`config.mk`:
```
export PLATFORM = sky130hd
export DESIGN_NAME = wb_regfile_flat
export DESIGN_NICKNAME = d
export VERILOG_FILES = /design/src/rtl/wb_regfile_if.sv /design/src/rtl/wb_regfile.sv /design/src/flat_wrapper.sv
export SDC_FILE = /design/constraint.sdc
export NUM_CORES = 1
export LEC_CHECK = 0
export BUFFER_PORTS_ARGS = -buffer_cell sky130_fd_sc_hd__buf_4
export CAP_MARGIN = 20
export CORE_ASPECT_RATIO = 1.2
export CORE_UTILIZATION = 30
export CTS_CLUSTER_SIZE = 10
export DETAILED_ROUTE_END_ITERATION = 10
export GPL_ROUTABILITY_DRIVEN = 0
export PLACE_DENSITY_LB_ADDON = 0.2
export SYNTH_ARGS = -nofsm -noshare
export SYNTH_HDL_FRONTEND = slang
export SYNTH_SLANG_ARGS = --single-unit
export TNS_END_PERCENT = 1
```
`constraint.sdc`:
```
create_clock -name clk -period 2 [get_ports clk]
set_clock_uncertainty 0.2 [all_clocks]
set_input_delay 0.3 -clock clk [delete_from_list [all_inputs] [get_ports clk]]
set_output_delay 0.3 -clock clk [all_outputs]
set_load 0.02 [all_outputs]
```
`src/rtl/wb_regfile_if.sv`:
```
// rtl/wb_regfile_if.sv - MEM/WB write-back inputs, decode read ports and architectural state outputs
interface wb_regfile_if #(
  parameter int CNT_W = 16
);
  logic [7:0]       wb_alu_result;
  logic [7:0]       wb_mem_data;
  logic [2:0]       wb_rd;
  logic [3:0]       wb_alu_flag;
  logic             wb_memtoreg;
  logic             wb_regwrite;
  logic [2:0]       rs1_addr;
  logic [2:0]       rs2_addr;
  logic [7:0]       rs1_data;
  logic [7:0]       rs2_data;
  logic [7:0]       wb_data;
  logic [3:0]       flags_out;
  logic [CNT_W-1:0] retire_count;

  modport slave (
    input  wb_alu_result, wb_mem_data, wb_rd, wb_alu_flag, wb_memtoreg, wb_regwrite,
    input  rs1_addr, rs2_addr,
    output rs1_data, rs2_data, wb_data, flags_out, retire_count
  );

  modport master (
    output wb_alu_result, wb_mem_data, wb_rd, wb_alu_flag, wb_memtoreg, wb_regwrite,
    output rs1_addr, rs2_addr,
    input  rs1_data, rs2_data, wb_data, flags_out, retire_count
  );
endinterface

```
`src/rtl/wb_regfile.sv`:
```
// rtl/wb_regfile.sv - write-back select, 8x8 register file with bypassed reads, flags and retire counter
module wb_regfile #(
  parameter int R0_ZERO = 0,
  parameter int CNT_W   = 16
) (
  input  logic         clk,
  input  logic         reset_n,
  wb_regfile_if.slave  bus
);

  logic [7:0]       regs_q [8];
  logic [7:0]       regs_d [8];
  logic [3:0]       flags_q, flags_d;
  logic [CNT_W-1:0] cnt_q, cnt_d;
  logic [7:0]       wb_sel;
  logic [7:0]       rs1_val, rs2_val;
  logic             r0_hit_wb;

  assign wb_sel    = bus.wb_memtoreg ? bus.wb_mem_data : bus.wb_alu_result;
  assign r0_hit_wb = (R0_ZERO != 0) && (bus.wb_rd == 3'd0);

  always_comb begin
    regs_d  = regs_q;
    flags_d = flags_q;
    cnt_d   = cnt_q;
    if (bus.wb_regwrite) begin
      if (!r0_hit_wb) begin
        regs_d[bus.wb_rd] = wb_sel;
      end
      if (!bus.wb_memtoreg) begin
        flags_d = bus.wb_alu_flag;
      end
      // Dropped R0 writes still retire an instruction, so they are counted.
      cnt_d = cnt_q + CNT_W'(1);
    end
  end

  always_ff @(posedge clk or negedge reset_n) begin
    if (!reset_n) begin
      for (int i = 0; i < 8; i++) begin
        regs_q[i] <= 8'h00;
      end
      flags_q <= 4'h0;
      cnt_q   <= '0;
    end else begin
      regs_q  <= regs_d;
      flags_q <= flags_d;
      cnt_q   <= cnt_d;
    end
  end

  always_comb begin
    rs1_val = regs_q[bus.rs1_addr];
    if (bus.wb_regwrite && (bus.rs1_addr == bus.wb_rd)) begin
      rs1_val = wb_sel;
    end
    if ((R0_ZERO != 0) && (bus.rs1_addr == 3'd0)) begin
      rs1_val = 8'h00;
    end
  end

  always_comb begin
    rs2_val = regs_q[bus.rs2_addr];
    if (bus.wb_regwrite && (bus.rs2_addr == bus.wb_rd)) begin
      rs2_val = wb_sel;
    end
    if ((R0_ZERO != 0) && (bus.rs2_addr == 3'd0)) begin
      rs2_val = 8'h00;
    end
  end

  assign bus.wb_data      = wb_sel;
  assign bus.rs1_data     = rs1_val;
  assign bus.rs2_data     = rs2_val;
  assign bus.flags_out    = flags_q;
  assign bus.retire_count = cnt_q;

endmodule

```
`src/flat_wrapper.sv`:
```
// flat-port wrapper written by rule: the top's interface ports become plain ports
module wb_regfile_flat 
#(
  parameter int R0_ZERO = 0,
  parameter int CNT_W   = 16
)
  (clk, reset_n, bus_wb_alu_result, bus_wb_mem_data, bus_wb_rd, bus_wb_alu_flag, bus_wb_memtoreg, bus_wb_regwrite, bus_rs1_addr, bus_rs2_addr, bus_rs1_data, bus_rs2_data, bus_wb_data, bus_flags_out, bus_retire_count);
  wb_regfile_if #(.CNT_W(CNT_W)) bus_i ();
  input  logic clk;
  input  logic reset_n;
  input wire logic [$bits(bus_i.wb_alu_result)-1:0] bus_wb_alu_result;
  input wire logic [$bits(bus_i.wb_mem_data)-1:0] bus_wb_mem_data;
  input wire logic [$bits(bus_i.wb_rd)-1:0] bus_wb_rd;
  input wire logic [$bits(bus_i.wb_alu_flag)-1:0] bus_wb_alu_flag;
  input wire logic [$bits(bus_i.wb_memtoreg)-1:0] bus_wb_memtoreg;
  input wire logic [$bits(bus_i.wb_regwrite)-1:0] bus_wb_regwrite;
  input wire logic [$bits(bus_i.rs1_addr)-1:0] bus_rs1_addr;
  input wire logic [$bits(bus_i.rs2_addr)-1:0] bus_rs2_addr;
  output wire logic [$bits(bus_i.rs1_data)-1:0] bus_rs1_data;
  output wire logic [$bits(bus_i.rs2_data)-1:0] bus_rs2_data;
  output wire logic [$bits(bus_i.wb_data)-1:0] bus_wb_data;
  output wire logic [$bits(bus_i.flags_out)-1:0] bus_flags_out;
  output wire logic [$bits(bus_i.retire_count)-1:0] bus_retire_count;
  assign bus_i.wb_alu_result = bus_wb_alu_result;
  assign bus_i.wb_mem_data = bus_wb_mem_data;
  assign bus_i.wb_rd = bus_wb_rd;
  assign bus_i.wb_alu_flag = bus_wb_alu_flag;
  assign bus_i.wb_memtoreg = bus_wb_memtoreg;
  assign bus_i.wb_regwrite = bus_wb_regwrite;
  assign bus_i.rs1_addr = bus_rs1_addr;
  assign bus_i.rs2_addr = bus_rs2_addr;
  assign bus_rs1_data = bus_i.rs1_data;
  assign bus_rs2_data = bus_i.rs2_data;
  assign bus_wb_data = bus_i.wb_data;
  assign bus_flags_out = bus_i.flags_out;
  assign bus_retire_count = bus_i.retire_count;
  wb_regfile #(.R0_ZERO(R0_ZERO), .CNT_W(CNT_W)) u_core (.clk(clk), .reset_n(reset_n), .bus(bus_i));
endmodule
```
==> results.sh, run 1 <==
export IMPL_status="finished, violations left"
export IMPL_violations="negative setup slack"
export IMPL_clk_latency_ns=0.33
export IMPL_wl_met3_um=462
export IMPL_hold_class="in2reg"
export IMPL_num_rows=49
export IMPL_dieArea_um2=15900
export IMPL_p_per_area_nw_per_um2=975
export IMPL_clk_pin_slew_worst_paths_ns=0.06
export IMPL_start_util_pct=30.7
export IMPL_max_freq_mhz=458
export IMPL_rr_startpoint="u_core.bus.retire_count[0]"
export IMPL_synth_nets=430
export IMPL_period_minus_slack_ns=2.18
export IMPL_slew_violations=0
export IMPL_cts_tree="built"
export IMPL_synth_top_area_cell="dfrtp_1"
export IMPL_routed_top_layer="met4"
export IMPL_netlist_instances=396
export IMPL_finalPower_uw=5790
export IMPL_min_from="bus_wb_regwrite"
export IMPL_layout_area_overhead_vs_synth_pct=28.7
export IMPL_grt_overflow=0
export IMPL_synth_distinct_cells=30
export IMPL_grt_antenna_before_repair=0
export IMPL_fin_util_pct=39.5
export IMPL_yosysTopAreaCellShare_pct=45.6
export IMPL_maxSlewHeadroom_pct=76.7
export IMPL_setup_slack_ns=-0.182
export IMPL_track_usage_pct=16.5
export IMPL_cts_path_max_buffers=2
export IMPL_ys_ff_latch=84
export IMPL_finalSetupViolCount=16
export IMPL_avgSynthCellArea_um2=11.6
export IMPL_drive_gt1_share_pct=36.2
export IMPL_die_w_um=115
export IMPL_grt_pass1_wl_mm=19.1
export IMPL_cts_sinks=84
export IMPL_ir_worst_vdd_v=0.000362
export IMPL_reg2regPathDepth=4
export IMPL_h_tree_depth=3
export IMPL_first_iter_violations=119
export IMPL_synth_main_ff_cell="dfrtp_1"
export IMPL_hold_depth=2
export IMPL_endpoint_kind="output port"
export IMPL_wl_met2_mm=6.43
export IMPL_ys_seq_area_share_pct=45.6
export IMPL_finalNonFillerCells=712
export IMPL_drc=0
export IMPL_cts_buffers=9
export IMPL_hold_viol=0
export IMPL_cp_max_fo=3
export IMPL_whs_ns=0.115
export IMPL_post_synth_top_count_cell="dfrtp_1"
export IMPL_maxCapViolations=0
export IMPL_portBuffers=76
export IMPL_ioPinCount=77
export IMPL_arrival_ns=1.68
export IMPL_routed_via_count=3387
export IMPL_diodes=0
export IMPL_rsz0062_at_grt="yes"
export IMPL_tightest_slew_ns=0.340
export IMPL_via_per_inst=4.76
export IMPL_r2r_slack_ns=0.34
export IMPL_pre_cts_slack_ns=-0.0994
export IMPL_synth_commonest_cells="dfrtp_1 (84), nor2_1 (51), a21oi_1 (48), nand2_1 (37), o21ai_0 (32)"
export IMPL_antenna_left=0
export IMPL_synth_area_um2=4610
export IMPL_yosysWarningCount=0
export IMPL_wl_per_cell_um=17.7
export IMPL_reg2reg_to="u_core.bus.retire_count[11]"
export IMPL_fp_dieH_um=138
export IMPL_path_class="reg2out"
export IMPL_cp_data_required_time_ns=1.50
export IMPL_drt_pass1_iterations=4
export IMPL_grt_max_degree=36
export IMPL_m1WireLength_mm=5.45
export IMPL_finalWirelength_mm=12.6
export IMPL_core_area_um2=15000
export IMPL_placed_cells=689
export IMPL_timing_final_crit_share_pct=109
export IMPL_synth_edf_count=0
export IMPL_grt_pass1_vias=3328
export IMPL_nets=537
export IMPL_synth_async_reset_ratio_pct=100
export IMPL_yosys_top_cells_area="dfrtp_1 (46%), mux4_1 (17%), a21oi_1 (5.2%)"
export IMPL_p_leak_uw=0.00267
export IMPL_hpwl_mm=9.04
export IMPL_setup_worst_path_start_class="flip-flop"
export IMPL_cts_root_buf="clkbuf_16"
export IMPL_hold_path_end="u_core.bus.retire_count[0]"
[placed cells by master, fill, tap and decap left out, types with 3 or more instances in the layout]
cell,synthesis,routed
nand4b_1,3,3
mux2i_1,24,19
xnor2_1,13,13
mux2i_2,0,4
and3_1,4,4
dfrtp_1,84,84
buf_4,4,106
buf_12,2,7
a21oi_2,0,4
buf_6,3,3
nor2_1,51,51
mux4_2,2,31
nand3_1,3,3
a21oi_1,48,44
dlygate4sd3_1,0,5
clkbuf_16,0,9
xor2_1,8,8
o21ai_0,32,32
mux2_2,5,5
nand4_1,5,5
nand2_1,37,37
inv_1,9,9
[per-stage QoR]
| step | TNS [ns] | area [um^2] |
|---|---|---|
| CTS | -2.74 | 5900 |
| floorplan | 0 | 4610 |
| finish | -2.18 | 5930 |
| detailed placement | -1.15 | 5630 |
| global placement | -1.15 | 5630 |
| global route | -3.27 | 5930 |
[timing repair]
item,in CTS,in global routing
endpoints found under the setup margin,16,16
setup buffers,1,1
pin swaps,9,7
hold endpoints to repair,84,0
hold buffers,5,0
gates resized for setup,26,16
[kinds of logic (layout without fill, tap and decap cells)]
group / after synthesis / in the layout / synth area share (%)
and+or+nand+nor: 115 / 115 / 12.3
DFF: 84 / 84 / 45.6
AOI/OAI and AO/OA: 80 / 80 / 8.68
muxes: 61 / 61 / 24.5
buffers and inverters: 34 / 146 / 4.61
xor gates and xnor gates: 21 / 21 / 3.99
adders and majority gates: 1 / 1 / 0.271
[flip-flops by register name, summed over array words and instances (netlist names)]
| name | count |
|---|---|
| u_core.regs_q | 64 |
| u_core.bus.retire_count | 16 |
| u_core.bus.flags_out | 4 |
[worst max path at each step]
stage | to | cells past startpoint | slack (ns) | from
2_1_floorplan | bus_rs1_data[0] | 6 | 0.04 | bus_rs1_addr[0]
3_3_place_gp | bus_rs2_data[7] | 6 | -0.10 | bus_rs2_addr[0]
3_5_place_dp | bus_rs2_data[4] | 6 | -0.1 | bus_rs2_addr[0]
4_1_cts | bus_rs2_data[2] | 4 | -0.20 | u_core.regs_q[2]
5_1_grt | bus_rs2_data[2] | 4 | -0.25 | u_core.regs_q[2]
6_report | bus_rs2_data[2] | 4 | -0.18 | u_core.regs_q[2]
[final cells by class]
cell class,count,area (um^2)
clock buffers,10,229
clock inverters,6,65.1
fillers,1494,9090
inverters,9,33.8
multi-input cells,278,2230
flip-flops and latches,84,2100
well taps,204,255
repair buffers,121,1020
[critical path, cell delays in order, from the launching register on]
cell and delay (ns):
dfrtp_1 0.40, mux4_2 0.49, mux2i_2 0.19, a21oi_1 0.10, buf_4 0.16
[power by group]
| part | leakage, uW | internal, uW | total, uW | switching (uW) |
|---|---|---|---|---|
| Sequential | 0.00102 | 2050 | 2370 | 323 |
| Combinational | 0.00151 | 908 | 1750 | 840 |
| Clock | 0.000142 | 969 | 1670 | 697 |
[metal layers]
| layer | vias to the layer above | track usage, % |
|---|---|---|
| met1 | 1666 | 21.6 |
| met3 | 17 | 2.24 |
| met4 | 0 | 5.84 |
| met2 | 75 | 27.9 |
| met5 | - | 0 |
| li1 | 1629 | - |
Note: power is estimated with default switching activity, not from simulation.
==> run 2, diff against run 1 <==
--- a/config.mk
+++ b/config.mk
@@ -5,6 +5,7 @@
 export SDC_FILE = /design/constraint.sdc
 export NUM_CORES = 1
 export LEC_CHECK = 0
+export ABC_AREA = 1
 export BUFFER_PORTS_ARGS = -buffer_cell sky130_fd_sc_hd__buf_4
 export CAP_MARGIN = 20
 export CORE_ASPECT_RATIO = 1.2
@@ -13,6 +14,7 @@
 export DETAILED_ROUTE_END_ITERATION = 10
 export GPL_ROUTABILITY_DRIVEN = 0
 export PLACE_DENSITY_LB_ADDON = 0.2
+export SKIP_LAST_GASP = 1
 export SYNTH_ARGS = -nofsm -noshare
 export SYNTH_HDL_FRONTEND = slang
 export SYNTH_SLANG_ARGS = --single-unit
==> results.sh, run 2 <==
export IMPL_status="finished clean"
export IMPL_synth_async_reset_ratio_pct=100
export IMPL_final_common_cell="nand2_1"
export IMPL_placed_cells=1032
export IMPL_grt_pass1_wl_mm=27.6
export IMPL_hold_viol=0
export IMPL_cts_sinks=84
export IMPL_diodes=0
export IMPL_timing_final_crit_share_pct=95.6
export IMPL_cts_path_max_buffers=2
export IMPL_synth_nets=778
export IMPL_ioPinCount=77
export IMPL_antenna_left=0
export IMPL_num_rows=51
export IMPL_crit_buf_inv=2
export IMPL_synth_area_um2=5100
export IMPL_max_freq_mhz=523
export IMPL_netlist_instances=744
export IMPL_stdcell_area_um2=6410
export IMPL_yosys_top_cells_area="dfrtp_1 (41%), nand2_1 (22%), nand3_1 (11%)"
export IMPL_cts_buffers=9
export IMPL_synth_top_area_cell="dfrtp_1"
export IMPL_p_seq_share_pct=39.4
export IMPL_yosysWarningCount=0
export IMPL_grt_max_degree=31
export IMPL_grt_overflow=0
export IMPL_clk_pin_slew_worst_paths_ns=0.06
export IMPL_ys_ff_latch=84
export IMPL_portBuffers=76
export IMPL_slew_violations=0
export IMPL_whs_ns=0.191
export IMPL_fin_tns_setup_ns=0
export IMPL_avgSynthCellArea_um2=6.85
export IMPL_cts_root_buf="clkbuf_16"
export IMPL_drt_pass1_iterations=6
export IMPL_finalSetupViolCount=0
export IMPL_maxCapViolations=0
export IMPL_slowest_delay_ns=0.36
export IMPL_p_per_area_nw_per_um2=883
export IMPL_drive_gt1_share_pct=19.7
export IMPL_path_class="reg2out"
export IMPL_routed_via_count=5021
export IMPL_start_util_pct=31.1
export IMPL_dieArea_um2=17500
export IMPL_rsz0062_at_grt="yes"
export IMPL_hpwl_mm=12.3
export IMPL_grt_antenna_before_repair=0
export IMPL_maxSlewHeadroom_pct=68.1
export IMPL_via_per_inst=4.76
export IMPL_finalNonFillerCells=1054
export IMPL_synth_main_ff_cell="dfrtp_1"
export IMPL_p_leak_uw=0.00326
export IMPL_drc=0
export IMPL_cp_max_fo=3
export IMPL_grt_pass1_vias=4919
export IMPL_first_iter_violations=290
export IMPL_yosysTopAreaCellShare_pct=41.2
export IMPL_period_minus_slack_ns=1.91
export IMPL_arrival_ns=1.41
export IMPL_fp_dieH_um=145
export IMPL_die_w_um=121
export IMPL_switching_share_pct=35.3
export IMPL_p_int_uw=3660
export IMPL_core_area_um2=16400
export IMPL_endpoint_kind="output port"
export IMPL_cp_data_required_time_ns=1.50
export IMPL_layout_area_overhead_vs_synth_pct=25.7
export IMPL_finalWirelength_mm=17.0
export IMPL_path_cells="inv_1 > nand2_1 > nand3_1 > nand3_1 > nand3_1 > nand2_1 > buf_4"
export IMPL_post_synth_top_count_cell="nand2_1"
export IMPL_h_tree_depth=3
export IMPL_clk_latency_ns=0.34
export IMPL_cpMostUsedCell="nand3_1"
export IMPL_ir_worst_vdd_v=0.000348
export IMPL_power_switching_uw=2000
export IMPL_synth_commonest_cells="nand2_1 (296), nand3_1 (116), dfrtp_1 (84), inv_1 (77), o21ai_0 (62)"
export IMPL_nets=871
export IMPL_cts_tree="built"
export IMPL_final_cell_mix="nand2_1 (295), nand3_1 (116), buf_4 (111)"
export IMPL_setup_worst_path_start_class="flip-flop"
export IMPL_synth_distinct_cells=24
export IMPL_top_register="u_core.regs_q"
export IMPL_p_clk_share_pct=29.0
export IMPL_largest_reg_flops=64
export IMPL_hold_class="in2reg"
export IMPL_wl_per_cell_um=16.2
export IMPL_place_area_um2=6050
export IMPL_synth_edf_count=0
export IMPL_track_usage_pct=21.3
export IMPL_tightest_slew_ns=0.477
export IMPL_combPwrFrac_pct=31.6
export IMPL_slowest_stage="dfrtp_1"
export IMPL_crit_family="simple AND/OR/NAND/NOR gates"
export IMPL_ys_seq_area_share_pct=41.2
export IMPL_nFillCells=1772
## run 2: logic make-up after synthesis
family / Yosys count / share of synthesized area [%]
and+or+nand+nor: 452 / 37.9
buffers and inverters: 126 / 11.3
DFF: 84 / 41.2
AOI/OAI and AO/OA: 65 / 6.38
xor gates and xnor gates: 11 / 1.89
muxes: 5 / 1.10
adders and majority gates: 1 / 0.245
## run 2: worst register-to-register path, stage by stage, from the launching register on
cell	delay [ns]
dfrtp_1	0.41
ha_1	0.24
nand2_2	0.08
nor2_1	0.19
nand2_1	0.13
nor2_2	0.14
nand2_1	0.07
nand2_1	0.05
nand2_1	0.04
## run 2: through the flow
| step | total power [uW] | util [%] | setup slack (ns) |
|---|---|---|---|
| after floorplan | 3340 | - | 0.356 |
| after global placement | 4030 | 36.9 | 0.0741 |
| after detailed placement | 4040 | 36.9 | 0.0660 |
| after CTS | 5710 | 38.9 | 0.0703 |
| after global routing | 6040 | 39.1 | -0.0119 |
| final | 5660 | 39.1 | 0.0887 |
## run 2: final timing paths
check	from	to	slack (ns)	cells past startpoint
max in group asynchronous	reset_n	u_core.regs_q[16]	0.86	3
worst max register to register	u_core.bus.retire_count[0]	u_core.bus.retire_count[14]	0.34	8
min in group asynchronous	reset_n	u_core.bus.retire_count[0]	0.23	2
worst max-delay path	u_core.regs_q[5]	bus_rs1_data[5]	0.09	7
worst min-delay path	bus_wb_regwrite	u_core.bus.retire_count[0]	0.19	3
worst min register to register	u_core.bus.retire_count[15]	u_core.bus.retire_count[15]	0.29	2
## run 2: power groups by stage
stage                     clock, uW  combinational (uW)  sequential [uW]
final                          1640                1790             2230
after global routing           1750                2020             2270
after CTS                      1680                1800             2230
after detailed placement          0                1780             2260
after global placement            0                1780             2250
after floorplan                   0                1020             2320
## run 2: layer usage
| metal | up-vias | wire length, um | track usage [%] |
|---|---|---|---|
| met1 | 2348 | 7510 | 26.5 |
| met3 | 27 | 713 | 3.02 |
| met5 | - | 0 | 0 |
| met2 | 142 | 8350 | 36.9 |
| li1 | 2504 | - | - |
| met4 | 0 | 469 | 9.10 |
## run 2: layout make-up
| cell class | count | area, um^2 | share of cell area [%] |
|---|---|---|---|
| tap | 212 | 265 | 4.14 |
| clock inverter | 3 | 20.0 | 0.312 |
| clock buffer | 13 | 270 | 4.22 |
| timing repair buffer | 122 | 995 | 15.5 |
| multi-input combinational | 534 | 2430 | 37.9 |
| sequential | 84 | 2100 | 32.8 |
| inverter | 86 | 328 | 5.12 |
## run 2: what timing repair did
item | 4_1_cts | 5_1_grt
setup buffers | 0 | 1
setup endpoints to repair | 0 | 9
hold buffers | 5 | 0
resized for setup | 0 | 6
endpoints found under the hold margin | 29 | 0
